**config.mk**
```make
export PLATFORM = sky130hd
export DESIGN_NAME = color_freq_scanner
export DESIGN_NICKNAME = d
export VERILOG_FILES = /design/src/rtl/color_freq_scanner.sv
export SDC_FILE = /design/constraint.sdc
export NUM_CORES = 1
export LEC_CHECK = 0
export CAP_MARGIN = 10
export CORE_MARGIN = 5
export CORE_UTILIZATION = 45
export DETAILED_ROUTE_END_ITERATION = 7
export HOLD_SLACK_MARGIN = 0.15
export PLACE_DENSITY = 0.81
export SYNTH_ARGS = -nofsm -noshare
export SYNTH_HDL_FRONTEND = slang
export SYNTH_SLANG_ARGS = --single-unit
```
**constraint.sdc**
```tcl
create_clock -name clk -period 2.2 [get_ports clk]
set_input_delay 0.22 -clock clk [delete_from_list [all_inputs] [get_ports clk]]
set_output_delay 0.22 -clock clk [all_outputs]
set_load 0.02 [all_outputs]
```
**src/rtl/color_freq_scanner.sv**
```systemverilog
// color_freq_scanner: TCS3200 colour-sensor scanner with per-channel frequency capture and dominant-colour classification
module color_freq_scanner #(
    parameter int GATE_CYCLES   = 12_500_000,
    parameter int SETTLE_CYCLES = 1000,
    parameter int CNT_W         = 25,
    parameter int SCALE_SHIFT   = 3,
    parameter int NUM_CH        = 4,
    parameter int MIN_LEVEL     = 1800,
    parameter int DARK_LEVEL    = 500
) (
    input  logic             clk,
    input  logic             rst_n,
    input  logic             en,
    input  logic             freq_in,
    input  logic [1:0]       scale_sel,
    output logic             s0,
    output logic             s1,
    output logic             s2,
    output logic             s3,
    output logic             oe_n,
    output logic [CNT_W-1:0] freq_red,
    output logic [CNT_W-1:0] freq_blue,
    output logic [CNT_W-1:0] freq_green,
    output logic [CNT_W-1:0] freq_clear,
    output logic [3:0]       sat_flags,
    output logic [2:0]       color_code,
    output logic             result_valid,
    output logic [7:0]       frame_cnt,
    output logic             busy
);

    localparam int TMAX = (GATE_CYCLES > SETTLE_CYCLES) ? GATE_CYCLES : SETTLE_CYCLES;
    localparam int TW   = $clog2(TMAX) + 1;
    localparam int WW   = CNT_W + SCALE_SHIFT;
    localparam logic [TW-1:0]    S_END  = TW'(SETTLE_CYCLES - 1);
    localparam logic [TW-1:0]    G_END  = TW'(GATE_CYCLES - 1);
    localparam logic [1:0]       LAST   = 2'(NUM_CH - 1);
    localparam logic [CNT_W-1:0] MIN_L  = CNT_W'(MIN_LEVEL);
    localparam logic [CNT_W-1:0] DARK_L = CNT_W'(DARK_LEVEL);

    typedef enum logic [2:0] {IDLE, SETTLE, GATE, STORE, CLASSIFY} state_t;

    state_t           state, state_nx;
    logic [TW-1:0]    tmr;
    logic [1:0]       idx;
    logic [CNT_W-1:0] cnt;
    logic             s_meta, s_sync, s_prev, rise;
    logic [CNT_W-1:0] freq [4];
    logic [WW-1:0]    wide;
    logic             ovf;
    logic [CNT_W-1:0] scaled;
    logic [2:0]       cls;
    logic [CNT_W-1:0] r, g, b;

    assign rise       = s_sync & ~s_prev;
    assign busy       = (state != IDLE);
    assign freq_red   = freq[0];
    assign freq_blue  = freq[1];
    assign freq_green = freq[2];
    assign freq_clear = freq[3];
    assign r          = freq[0];
    assign b          = freq[1];
    assign g          = freq[2];

    // State register
    always_ff @(posedge clk or negedge rst_n) begin
        if (!rst_n) state <= IDLE;
        else        state <= state_nx;
    end

    // Next-state: dropping en aborts a channel but never a classification
    always_comb begin
        state_nx = state;
        case (state)
            IDLE:     state_nx = en ? SETTLE : IDLE;
            SETTLE:   state_nx = !en ? IDLE : (tmr == S_END) ? GATE : SETTLE;
            GATE:     state_nx = !en ? IDLE : (tmr == G_END) ? STORE : GATE;
            STORE:    state_nx = !en ? IDLE : (idx == LAST) ? CLASSIFY : SETTLE;
            CLASSIFY: state_nx = en ? SETTLE : IDLE;
            default:  state_nx = IDLE;
        endcase
    end

    // Filter select for the active channel; red while idle
    always_comb begin
        {s2, s3} = 2'b00;
        {s2, s3} = (state == IDLE) ? 2'b00 : (idx == 2'd1) ? 2'b01 :
                   (idx == 2'd2) ? 2'b11 : (idx == 2'd3) ? 2'b10 : 2'b00;
    end

    // Scale the gate count, saturating if any bit would be shifted out
    always_comb begin
        wide   = WW'(cnt) << SCALE_SHIFT;
        ovf    = (wide >> CNT_W) != '0;
        scaled = ovf ? '1 : wide[CNT_W-1:0];
    end

    // Dominant-colour decision; strict comparisons make any tie unknown
    always_comb begin
        cls = 3'd0;
        cls = (r < DARK_L && g < DARK_L && b < DARK_L) ? 3'd4 :
              (r > g && r > b && r >= MIN_L) ? 3'd1 :
              (g > r && g > b && g >= MIN_L) ? 3'd2 :
              (b > r && b > g && b >= MIN_L) ? 3'd3 : 3'd0;
    end

    // Synchroniser, sequencing counters, channel registers and result outputs
    always_ff @(posedge clk or negedge rst_n) begin
        if (!rst_n) begin
            s_meta       <= 1'b0;
            s_sync       <= 1'b0;
            s_prev       <= 1'b0;
            tmr          <= '0;
            idx          <= 2'd0;
            cnt          <= '0;
            for (int i = 0; i < 4; i++) freq[i] <= '0;
            sat_flags    <= 4'd0;
            color_code   <= 3'd0;
            result_valid <= 1'b0;
            frame_cnt    <= 8'd0;
            s0           <= 1'b0;
            s1           <= 1'b0;
            oe_n         <= 1'b1;
        end else begin
            s_meta       <= freq_in;
            s_sync       <= s_meta;
            s_prev       <= s_sync;
            tmr          <= (state_nx != state) ? '0 : tmr + TW'(1);
            idx          <= (state == STORE && state_nx == SETTLE) ? idx + 2'd1 :
                            (state == IDLE || state == CLASSIFY || state_nx == IDLE) ? 2'd0 : idx;
            cnt          <= (state == SETTLE) ? '0 :
                            (state == GATE && rise && cnt != '1) ? cnt + CNT_W'(1) : cnt;
            if (state == STORE && en) begin
                freq[idx]      <= scaled;
                sat_flags[idx] <= ovf | (&cnt);
            end
            if (state == CLASSIFY) begin
                color_code <= cls;
                frame_cnt  <= frame_cnt + 8'd1;
            end
            result_valid <= (state == CLASSIFY);
            s0           <= scale_sel[0];
            s1           <= scale_sel[1];
            oe_n         <= ~en;
        end
    end

endmodule
```
==> flow_metrics.py <==
metrics = {
    "status": {
        "status": "finished, violations left",
        "violations": "setup timing",
    },
    "cells_and_area": {
        "multi_input_area_um2": 4546,
        "final_area_um2": 11850,
        "syn_to_final_growth_pct": 32.40,
        "final_util": 0.6070,
        "final_nets": 1235,
        "regArea_um2": 4239,
        "layout_common_cells": "dfrtp_1, nand2_1, clkdlybuf4s50_1",
        "insertedDiodeCount": 0,
        "drive_above_1_share": 0.1420,
        "num-fill-cells": 1534,
        "final_common_cell": "dfrtp_1",
        "instances_no_fill": 1427,
    },
    "detailed_routing": {
        "first_iter_violations": 836,
        "routed_wirelength_mm": 26.11,
        "first_pass_iters": 5,
        "ant_nets": 0,
        "drc": 0,
        "viasPerCell": 5.650,
        "vias": 8063,
        "wl_per_cell_um": 18.30,
    },
    "pwr": {
        "fin_total_pwr_mw": 6.580,
        "p_seq_frac": 0.476,
        "clock_power_share": 0.494,
        "comb_power_share": 0.030,
        "power.density_nw_per_um2": 555.2,
        "leakagePower_nw": 5.318,
        "p_sw_frac": 0.2092,
        "switching_power_mw": 1.377,
        "p_int_mw": 5.204,
        "max-vdd-ir-drop_mv": 0.4948,
    },
    "worst_setup_path": {
        "r2r_slack_ns": -0.06,
        "startpoint_type": "register",
        "rr_startpoint": "freq_red[16]",
        "r2r_end": "color_code[0]",
        "crit_start": "freq_red[16]",
        "crit_fanout": 3,
        "worstSetupPathType": "reg -> reg",
        "crit_required_ns": 2.51,
        "cp.arrival_ns": 2.57,
        "reg2reg_depth": 9,
        "cp-end-kind": "register",
        "crit_end": "color_code[0]",
    },
    "sta": {
        "finalSetupTns_ns": -0.1000,
        "fin_worst_skew_ns": 0.008656,
        "slew_headroom": 0.5526,
        "finalHoldViolations": 0,
        "setup_ws_ns": -0.05689,
        "drv_slew": 0,
        "finalSetupViolations": 2,
        "rsz0062_at_grt": "yes",
        "worst_pin_slew_ns": 0.6712,
        "period_share": 1.026,
        "timing.fmax_mhz": 443.1,
        "final.min_clock_period_ns": 2.257,
    },
    "synthesis": {
        "synth_top_area_cell": "dfrtp_1",
        "synth-seq-cells": 169,
        "synth_area_um2": 8952,
        "synth-async-reset-ratio": 1.000,
        "synth-warning-count": 0,
        "synth_top_area_share": 0.4696,
        "synth-edff-count": 0,
        "ys_types": 53,
        "syn_area_per_cell_um2": 9.258,
        "synthCells": 967,
        "synth_nets": 1052,
        "synthTopCellsByArea": "dfrtp_1, ha_1, o21ai_0, nand2_1, nor2_1",
        "yosysSeqAreaShare": 0.4725,
        "ys.flop_type": "dfrtp_1",
    },
    "floorplan": {
        "pin_count": 128,
        "die_h_um": 151.0,
        "die_x_um": 151.0,
        "die_area_um2": 22810,
        "rows": 51,
        "core_um2": 19530,
        "start_util": 0.4585,
    },
    "global_routing": {
        "grt_max_degree": 48,
        "grt_util_all_layers": 0.2291,
        "grt_antenna_before_repair": 0,
        "grt_overflow": 0,
        "grt_pass1_wl_mm": 40.97,
        "grt_pass1_vias": 7805,
    },
    "cts": {
        "clkTransAtPathRegs_ns": 0.07,
        "clock_sinks": 169,
        "clock_path_buffers": 2,
        "htree_levels": 4,
        "cts_tree": "done",
        "insertion_delay_ns": 0.43,
        "cts_root_buf": "clkbuf_16",
        "cts-buffers-inserted": 17,
    },
    "place": {
        "dpl.cell_count": 1376,
        "gp_congestion": 0.9406,
        "placed_area_um2": 10840,
        "place_hpwl_mm": 18.29,
        "io_buffer_count": 127,
    },
    "worst_hold_path": {
        "min-delay-start": "freq_in",
        "hp-class": "in -> reg",
    },
    "run": {
        "maxCapViolCount": 0,
    },
}
==> power by group through the flow <==
| stage | combinational (mW) | clock (mW) | sequential (mW) |
|---|---|---|---|
| after floorplan | 0.0702 | 0 | 3.20 |
| after global placement | 0.187 | 0 | 3.19 |
| after detailed placement | 0.191 | 0 | 3.19 |
| after CTS | 0.194 | 3.28 | 3.13 |
| after global routing | 0.223 | 3.41 | 3.13 |
| final | 0.198 | 3.25 | 3.13 |
==> worst max-delay path: stages (launching register included) <==
cell       delay (ns)
dfrtp_1          0.39
inv_1            0.14
ha_1             0.28
a21oi_1          0.17
o21ai_0          0.14
a22oi_1          0.25
o2111ai_1        0.21
a21oi_2          0.20
nor4_2           0.08
a221o_1          0.27
==> kinds of logic (layout without fill, tap and decap cells) <==
kind of cell,count (synthesis),after routing,share of synthesized area
flops,169,169,0.4725
mux,4,4,0.005031
simple gates,392,392,0.2078
buf+inv,97,291,0.04598
compound gates,174,175,0.1073
fa+ha+maj,79,79,0.1104
xor+xnor,52,52,0.05087
==> metal layers <==
| metal | routed length [µm] | vias to the layer above | part of all wire | GRT usage |
|---|---|---|---|---|
| met5 | 0 | - | 0 | 0 |
| met3 | 1589 | 87 | 0.061 | 0.04369 |
| li1 | - | 3712 | - | - |
| met4 | 1087 | 0 | 0.042 | 0.1129 |
| met1 | 11240 | 3925 | 0.43 | 0.3031 |
| met2 | 12200 | 339 | 0.47 | 0.3619 |
==> worst min path at each step <==
stage / end / slack, ns / cells past startpoint
floorplan: cnt[0] / -0.08 / 0
global placement: sat_flags[1] / 0.18 / 1
detailed placement: sat_flags[1] / 0.18 / 1
CTS: s_meta / 0.22 / 1
global route: s1 / 0.22 / 1
finish: s_meta / 0.22 / 1
==> cells in the mapped netlist (2+ instances only) <==
| master | number |
|---|---|
| nand3_1 | 35 |
| a2111oi_0 | 3 |
| nor3_2 | 2 |
| nand3b_1 | 2 |
| ha_1 | 79 |
| nor4_1 | 20 |
| xnor2_1 | 14 |
| inv_1 | 57 |
| buf_6 | 2 |
| nand2_1 | 142 |
| and3_1 | 10 |
| clkbuf_1 | 26 |
| a32oi_1 | 2 |
| and4_1 | 7 |
| o211ai_1 | 2 |
| a21oi_1 | 43 |
| nor2b_1 | 2 |
| buf_1 | 2 |
| o21ai_0 | 107 |
| and2_1 | 2 |
| nand2b_1 | 6 |
| nand4_1 | 31 |
| buf_4 | 8 |
| a221o_1 | 2 |
| a211o_1 | 2 |
| xor2_1 | 38 |
| nor2_1 | 109 |
| mux2_2 | 4 |
| o2111ai_1 | 3 |
| dfrtp_1 | 168 |
| and3_4 | 2 |
| nor3_1 | 8 |
| nor4_2 | 2 |
| buf_2 | 2 |
| a22oi_1 | 3 |
| nor3b_1 | 3 |
==> through the flow <==
step	hold WS, ns	setup WS [ns]
global route	0.2215	-0.1416
detailed placement	0.1832	-0.1244
floorplan	-0.07559	0.05120
finish	0.2243	-0.05689
global placement	0.1810	-0.04562
CTS	0.2169	0.0007350
==> flip-flops by register name, indices dropped and copies added (netlist names), 2 cells and up <==
signal	flops
freq_clear	23
freq_green	23
tmr	25
state	3
sat_flags	4
cnt	25
freq_blue	23
frame_cnt	8
idx	2
freq_red	23
color_code	3
==> what timing repair did <==
action	4_1_cts	5_1_grt
endpoints found under the setup margin	4	28
buffers inserted	0	18
cloned	0	1
pin swaps	3	18
resized for setup	9	42
hold endpoints to repair	125	0
hold buffers	1	0
==> area by class of cell <==
| type | instances | share of cell area |
|---|---|---|
| Multi-Input combinational cell | 702 | 0.3835 |
| Sequential cell | 169 | 0.3576 |
| Timing Repair Buffer | 203 | 0.1593 |
| Clock buffer | 20 | 0.03684 |
| Tap cell | 265 | 0.02797 |
| Inverter | 57 | 0.01826 |
| Clock inverter | 11 | 0.01647 |
No activity file was read; power rests on OpenSTA's default activity.
